**config.mk**
```make
export PLATFORM = sky130hd
export DESIGN_NAME = display_shift_ctrl
export DESIGN_NICKNAME = d
export VERILOG_FILES = /design/src/rtl/display_shift_ctrl_pkg.sv /design/src/rtl/display_shift_ctrl_tick.sv /design/src/rtl/display_shift_ctrl.sv
export SDC_FILE = /design/constraint.sdc
export NUM_CORES = 1
export LEC_CHECK = 0
export CAP_MARGIN = 20
export CELL_PAD_IN_SITES_DETAIL_PLACEMENT = 0
export CELL_PAD_IN_SITES_GLOBAL_PLACEMENT = 1
export CORE_ASPECT_RATIO = 0.7
export CORE_MARGIN = 4
export CORE_UTILIZATION = 40
export CTS_BUF_LIST = sky130_fd_sc_hd__clkbuf_16
export CTS_CLUSTER_DIAMETER = 200
export DETAILED_ROUTE_END_ITERATION = 12
export GPL_TIMING_DRIVEN = 0
export PLACE_DENSITY_LB_ADDON = 0.1
export SKIP_CTS_REPAIR_TIMING = 1
export SLEW_MARGIN = 10
export SYNTH_ARGS = -nofsm -noshare
export SYNTH_HDL_FRONTEND = slang
export SYNTH_SLANG_ARGS = --single-unit
export TNS_END_PERCENT = 100
```
**constraint.sdc**
```tcl
create_clock -name i_clk -period 6.7 [get_ports i_clk]
set_clock_uncertainty 0.15 [all_clocks]
set_input_delay 2.01 -clock i_clk [delete_from_list [all_inputs] [get_ports i_clk]]
set_output_delay 2.01 -clock i_clk [all_outputs]
set_load 0.1 [all_outputs]
```
**src/rtl/display_shift_ctrl_pkg.sv**
```systemverilog
// Shared definitions for the serial display scheduler: FSM states,
// serial clock divider computation and parameter sanity check.
package display_shift_ctrl_pkg;

  typedef enum logic [2:0] {
    ST_IDLE,
    ST_LOAD,
    ST_CLK_LO,
    ST_CLK_HI,
    ST_LATCH,
    ST_GAP
  } state_t;

  function automatic int unsigned calc_half_div(input int unsigned sys_clk_hz,
                                                input int unsigned shift_clk_hz);
    int unsigned div;
    div = (shift_clk_hz == 0) ? 0 : sys_clk_hz / (2 * shift_clk_hz);
    return (div == 0) ? 1 : div;
  endfunction

  function automatic bit params_ok(input int unsigned sys_clk_hz,
                                   input int unsigned shift_clk_hz,
                                   input int unsigned shift_width);
    return (shift_clk_hz != 0) && (sys_clk_hz >= 2 * shift_clk_hz) && (shift_width >= 2);
  endfunction

endpackage

```
**src/rtl/display_shift_ctrl_tick.sv**
```systemverilog
// Restartable phase divider: o_tick on the last of HALF_DIV counts.
module shift_tick_gen
  import display_shift_ctrl_pkg::*;
#(
  parameter int unsigned HALF_DIV = 25
) (
  input  logic i_clk,
  input  logic i_reset,
  input  logic i_restart,
  output logic o_tick
);

  localparam int unsigned CW = (HALF_DIV > 1) ? $clog2(HALF_DIV) : 1;

  logic [CW-1:0] cnt;

  assign o_tick = (cnt == CW'(HALF_DIV - 1));

  always_ff @(posedge i_clk or posedge i_reset) begin
    if (i_reset) begin
      cnt <= '0;
    end else if (i_restart || o_tick) begin
      cnt <= '0;
    end else begin
      cnt <= cnt + CW'(1);
    end
  end

endmodule

```
**src/rtl/display_shift_ctrl.sv**
```systemverilog
// Serial display scheduler: buffers one frame, shifts it MSB-first on a
// divided serial clock and pulses the storage latch.
module display_shift_ctrl
  import display_shift_ctrl_pkg::*;
#(
  parameter int unsigned SYS_CLK_HZ   = 50_000_000,
  parameter int unsigned SHIFT_CLK_HZ = 1_000_000,
  parameter int unsigned SHIFT_WIDTH  = 48
) (
  input  logic                   i_clk,
  input  logic                   i_reset,
  input  logic                   i_en,
  input  logic                   i_data_valid,
  input  logic [SHIFT_WIDTH-1:0] i_data,
  output logic                   o_data_ready,
  output logic                   o_serial_data,
  output logic                   o_serial_clk,
  output logic                   o_serial_latch,
  output logic                   o_busy,
  output logic                   o_done
);

  localparam int unsigned HALF_DIV = calc_half_div(SYS_CLK_HZ, SHIFT_CLK_HZ);
  localparam int unsigned BW       = $clog2(SHIFT_WIDTH);

  if (!params_ok(SYS_CLK_HZ, SHIFT_CLK_HZ, SHIFT_WIDTH)) begin : g_param_check
    $error("display_shift_ctrl: need SYS_CLK_HZ >= 2*SHIFT_CLK_HZ and SHIFT_WIDTH >= 2");
  end

  state_t                 state;
  logic [SHIFT_WIDTH-1:0] buffer;
  logic [SHIFT_WIDTH-1:0] shreg;
  logic [BW-1:0]          bitcnt;
  logic                   pending;
  logic                   tick;
  logic                   restart;

  // Holding the divider in IDLE/LOAD starts every timed state at count 0.
  assign restart       = (state == ST_IDLE) || (state == ST_LOAD);
  assign o_data_ready  = !pending;
  assign o_serial_data = shreg[SHIFT_WIDTH-1];

  shift_tick_gen #(
    .HALF_DIV (HALF_DIV)
  ) u_tick (
    .i_clk     (i_clk),
    .i_reset   (i_reset),
    .i_restart (restart),
    .o_tick    (tick)
  );

  always_ff @(posedge i_clk or posedge i_reset) begin
    if (i_reset) begin
      state          <= ST_IDLE;
      buffer         <= '0;
      shreg          <= '0;
      bitcnt         <= '0;
      pending        <= 1'b0;
      o_serial_clk   <= 1'b0;
      o_serial_latch <= 1'b0;
      o_busy         <= 1'b0;
      o_done         <= 1'b0;
    end else begin
      o_done <= 1'b0;

      if (i_data_valid && !pending) begin
        buffer  <= i_data;
        pending <= 1'b1;
      end

      case (state)
        ST_IDLE: begin
          if (pending && i_en) begin
            state  <= ST_LOAD;
            o_busy <= 1'b1;
          end
        end

        ST_LOAD: begin
          shreg        <= buffer;
          pending      <= 1'b0;
          bitcnt       <= BW'(SHIFT_WIDTH - 1);
          o_serial_clk <= 1'b0;
          state        <= ST_CLK_LO;
        end

        ST_CLK_LO: begin
          if (tick) begin
            o_serial_clk <= 1'b1;
            state        <= ST_CLK_HI;
          end
        end

        ST_CLK_HI: begin
          if (tick) begin
            o_serial_clk <= 1'b0;
            if (bitcnt == '0) begin
              o_serial_latch <= 1'b1;
              state          <= ST_LATCH;
            end else begin
              // Shift on the falling edge so data settles a full phase before the rise.
              shreg  <= {shreg[SHIFT_WIDTH-2:0], 1'b0};
              bitcnt <= bitcnt - BW'(1);
              state  <= ST_CLK_LO;
            end
          end
        end

        ST_LATCH: begin
          if (tick) begin
            o_serial_latch <= 1'b0;
            state          <= ST_GAP;
          end
        end

        ST_GAP: begin
          if (tick) begin
            o_done <= 1'b1;
            o_busy <= 1'b0;
            state  <= ST_IDLE;
          end
        end

        default: state <= ST_IDLE;
      endcase
    end
  end

endmodule

```
Word level (Yosys, flattened, before mapping)
Cells that the tools add are included.
{"block": "classes", "n_mux": 26, "n_eq_ne": 13, "addsub": 2, "reduce_logical": 17}
{"operator": "48-bit two-way mux", "count": 2}
{"operator": "48-bit one-hot mux with 2 select lines", "count": 1}
{"operator": "3-bit two-way mux", "count": 6}
{"operator": "3-bit one-hot mux with 6 select lines", "count": 1}
{"operator": "6-bit two-way mux", "count": 2}
{"operator": "6-bit one-hot mux with 2 select lines", "count": 1}
{"operator": "2-bit by 1-bit != test with 1-bit output, second input constant", "count": 5}
{"operator": "1-bit two-way mux", "count": 9}
{"operator": "3-bit AND reduction", "count": 3}
{"operator": "2-bit nonzero test", "count": 4}
{"operator": "3-bit by 2-bit == test with 1-bit output, second input constant", "count": 2}
{"operator": "3-bit == test, second input constant", "count": 2}
{"operator": "6-bit logical NOT", "count": 1}
{"operator": "6-bit by 1-bit subtractor with 6-bit output, second input constant", "count": 1}
{"operator": "5-bit by 1-bit adder with 5-bit output, second input constant", "count": 1}
{"operator": "5-bit == test, second input constant", "count": 1}
{"operator": "5-bit two-way mux", "count": 1}
{"operator": "5-bit AND reduction", "count": 1}
{"operator": "2-bit != test, second input constant", "count": 2}
{"operator": "1-bit one-hot mux with 2 select lines", "count": 2}
{"operator": "4-bit AND reduction", "count": 1}
{"operator": "3-bit by 1-bit == test with 1-bit output, second input constant", "count": 1}
{"operator": "3-bit logical NOT", "count": 1}
{"operator": "1-bit one-hot mux with 3 select lines", "count": 1}
{"operator": "4 further kinds", "count": 6}
{"block": "totals", "register_bits": 115, "elab_cells": 68, "out_inout_bits": 6, "input_bits": 52}

Logic depth before layout (Yosys ltp)
{"block": "logic_depth", "ltp_word": 4, "depth_mapped": 8, "mapped_depth_nobuf": 6}

Hierarchy
A second synthesis with hierarchy kept.
{"block": "hier_totals", "hier_cells": 414, "hier_area_um2": 5017.3}
{"module": "display_shift_ctrl", "cells_each": 390, "instances": 1, "area_per_inst_um2": 4718.3}
{"module": "shift_tick_gen", "cells_each": 24, "instances": 1, "area_per_inst_um2": 299.0}

Worst setup path before layout
OpenSTA, ideal clock, no wires.
{"block": "synth_timing", "path_type": "input to register", "startpoint": "input i_data_valid", "endpoint": "register buffer[0]", "path_stages": 4, "setup_ns": 0.125, "slack_ns": 3.312, "required_ns": 6.425, "arrival_ns": 3.114, "cell_sequence": "nor2b_1 > buf_1 > buf_2 > mux2_2"}
{"block": "synth_between", "elab_chain_len": 1}
{"element": "from (decl)", "line": "display_shift_ctrl.sv:13", "source": "input logic i_data_valid,"}
{"element": "1-bit logical AND", "line": "display_shift_ctrl.sv:66", "source": "if (i_data_valid && !pending) begin"}
{"element": "to (signal assigned)", "line": "display_shift_ctrl.sv:67", "source": "buffer <= i_data;"}
{"element": "to (decl)", "line": "display_shift_ctrl.sv:31", "source": "logic [SHIFT_WIDTH-1:0] buffer;"}
No other way between the ends.
A chain may end at the register's enable or synchronous reset.

Worst setup path after layout
{"block": "layout_timing", "startpoint": "register pending", "endpoint": "output o_data_ready"}
{"block": "layout_between", "elab_chain_len": 1}
{"element": "from (decl)", "line": "display_shift_ctrl.sv:34", "source": "logic pending;"}
{"element": "from (signal assigned)", "line": "display_shift_ctrl.sv:58", "source": "pending <= 1'b0;"}
{"element": "from (signal assigned)", "line": "display_shift_ctrl.sv:68", "source": "pending <= 1'b1;"}
{"element": "from (signal assigned)", "line": "display_shift_ctrl.sv:81", "source": "pending <= 1'b0;"}
{"element": "1-bit logical NOT", "line": "display_shift_ctrl.sv:40", "source": "assign o_data_ready = !pending;"}
{"element": "to (decl)", "line": "display_shift_ctrl.sv:15", "source": "output logic o_data_ready,"}
No other way between the ends.

==> out/metrics.csv <==
metric,value,unit
drc violations,0,
largest fanout on the critical path,5,
DR WL/cell,14.5,µm
setup tns final,0,ns
FILL cells,1035,
port bufs,57,
"Seq/Total Area, Yosys",0.587,
TritonCTS clock tree,built,
Starting Density,0.414,
crit path capture type,output pin,
outcome,completed,
Yosys reg bits,115,
first drt pass iteration count,4,
Design Power,1.71,mW
# setup viols final,0,
CP Class,reg2out,
Root Driver,clkbuf_16,
Core ar.,11900,µm²
average via count per standard cell,5.01,
Least-Margin Pin Slew,1.01,ns
initial antenna violation count,0,
post-layout min period,4.17,ns
RSZ-0062 raised after global routing,false,
Max clock buf depth,2,
Rel. slew slack,0.327,
Max VDD drop,177,µV
I/O Pins,58,
top cell type's share of synthesized area,0.587,
Post-Route WL,10.3,mm
top_reg_cell synth,dfrtp_1,
clock latency at the later pin of the worst-skew pair,0.40,ns
vias in the first global route,3571,
multi-input combinational cell area,1840,µm²
Synth top cells by count,"dfrtp_1 (115), nand2_1 (101), nor2_1 (60), a31oi_1 (49), mux2_2 (48)",
Post-synth EDFFs,0,
Hold Crit Depth,1,
fin crit share,0.622,
H-tree levels,4,
Die Span X,140,µm
GR Util All Layers,0.155,
Synth Warn #,0,
mapped cell area,4900,µm²
Critical Path AT,2.01,ns
Area Overhead vs Synth,27.1,%
Power Density,274,nW/µm²
setup ws final,2.53,ns
endpoints failing hold,0,
synth top area cells,"dfrtp_1 (59%), mux2_2 (11%), nand2_1 (7.7%), a31oi_1 (6.3%), nor2_1 (4.6%)",
Yosys cell types,36,
CTS Buf Count,17,
clk sinks,115,
DP HPWL,6.94,mm
die height,101,µm
Slew Limit Fails,0,
Hold Crit Class,reg2reg,
post-layout net count,598,
Post-Place Cells,680,
routability cong.,0.733,
kind of start point of the critical path,register,
final hold slack,0.338,ns
sequential cell area,2880,µm²
Syn Inst Count,465,
drt initial violations,170,
largest net degree at the start of global routing,66,
GRT Residual Overflow,0,
die area,14100,µm²
first-pass GRT wire length,17.5,mm
antenna cells,0,
fmax,0.240,GHz
Lkg Pwr,2.69,nW
share of post-route cells with drive strength above 1,0.168,
Synth Net Count,521,
# rows,33,
Clock transition at path regs,0.05,ns
maxcap violations,0,
"count leader, synth",dfrtp_1,
vias,3560,
asr flop ratio synth,1.00,
Layout Cells excl Fill,710,
Routed Antenna Nets,0,
reg2reg path depth,4,
post-place setup slack,2.23,ns
leading area contributor after synthesis,dfrtp_1,
Worst EP required,4.54,ns
syn_area_per_cell,10.5,µm²
## power breakdown
part | switching [mW] | internal [mW]
combinational | 0.0402 | 0.0675
sequential | 0.0281 | 0.750
clock | 0.294 | 0.528
## cells by family (layout without fill, tap and decap cells)
group / count (synthesis) / after routing / share of synthesized area
AO/OA/AOI/OAI: 72 / 72 / 0.0955
multiplexers: 48 / 48 / 0.110
buffers and inverters: 40 / 128 / 0.0383
AND/OR/NAND/NOR: 180 / 180 / 0.148
XOR/XNOR: 6 / 6 / 0.0107
adder cells (fa/ha/maj): 4 / 4 / 0.0102
flip-flops: 115 / 115 / 0.587
## final timing paths
kind | from | end | slack, ns
min in group asynchronous | i_reset | buffer[23] | 1.86
setup reg to reg | pending | buffer[4] | 4.38
hold reg to reg | u_tick.cnt[0] | u_tick.cnt[0] | 0.34
max in group asynchronous | i_reset | o_done | 3.87
setup / recovery | pending | o_data_ready | 2.53
hold / removal | u_tick.cnt[0] | u_tick.cnt[0] | 0.34
## cell type report
class                   count  share of cell area
flip-flops and latches    115               0.462
multi-input cells         310               0.295
repair buffers             58              0.0960
clock buffers              17              0.0683
well taps                 157              0.0315
plain buffers              30              0.0241
clock inverters            13              0.0169
inverters                  10             0.00683
## layer usage
layer,wire (µm),GRT usage,up-vias
met5,0,0,-
met4,145,0.0640,0
met3,455,0.0427,11
met2,4500,0.225,73
met1,5190,0.220,1731
li1,-,-,1745
## state kept, by name, indices dropped and copies added, names as in the netlist
| name | cells |
|---|---|
| buffer | 48 |
| shreg | 48 |
| bitcnt | 6 |
| u_tick.cnt | 5 |
| state | 3 |
| o_busy | 1 |
| o_done | 1 |
| o_serial_clk | 1 |
| o_serial_latch | 1 |
| pending | 1 |
## worst max-delay path, stage by stage (launching register included)
cell	delay (ns)
dfrtp_1	0.42
inv_1	0.07
clkdlybuf4s50_1	1.12
## cells in the final DEF, fill, tap and decap left out, types with 6 or more instances in the layout
cell             count
dfrtp_1            115
nand2_1            101
nor2_1              60
clkdlybuf4s50_1     57
a31oi_1             49
mux2_2              48
clkbuf_16           17
inv_1               13
buf_2               12
clkbuf_1            10
o21ai_0              7
a21oi_1              6
## per-stage QoR
| step | utilization | instance area, µm² |
|---|---|---|
| after global routing | 0.526 | 6230 |
| after floorplan | - | 4900 |
| after detailed placement | 0.481 | 5700 |
| final | 0.526 | 6230 |
| after CTS | 0.526 | 6230 |
| after global placement | 0.478 | 5670 |
No activity file was read; power rests on OpenSTA's default activity.
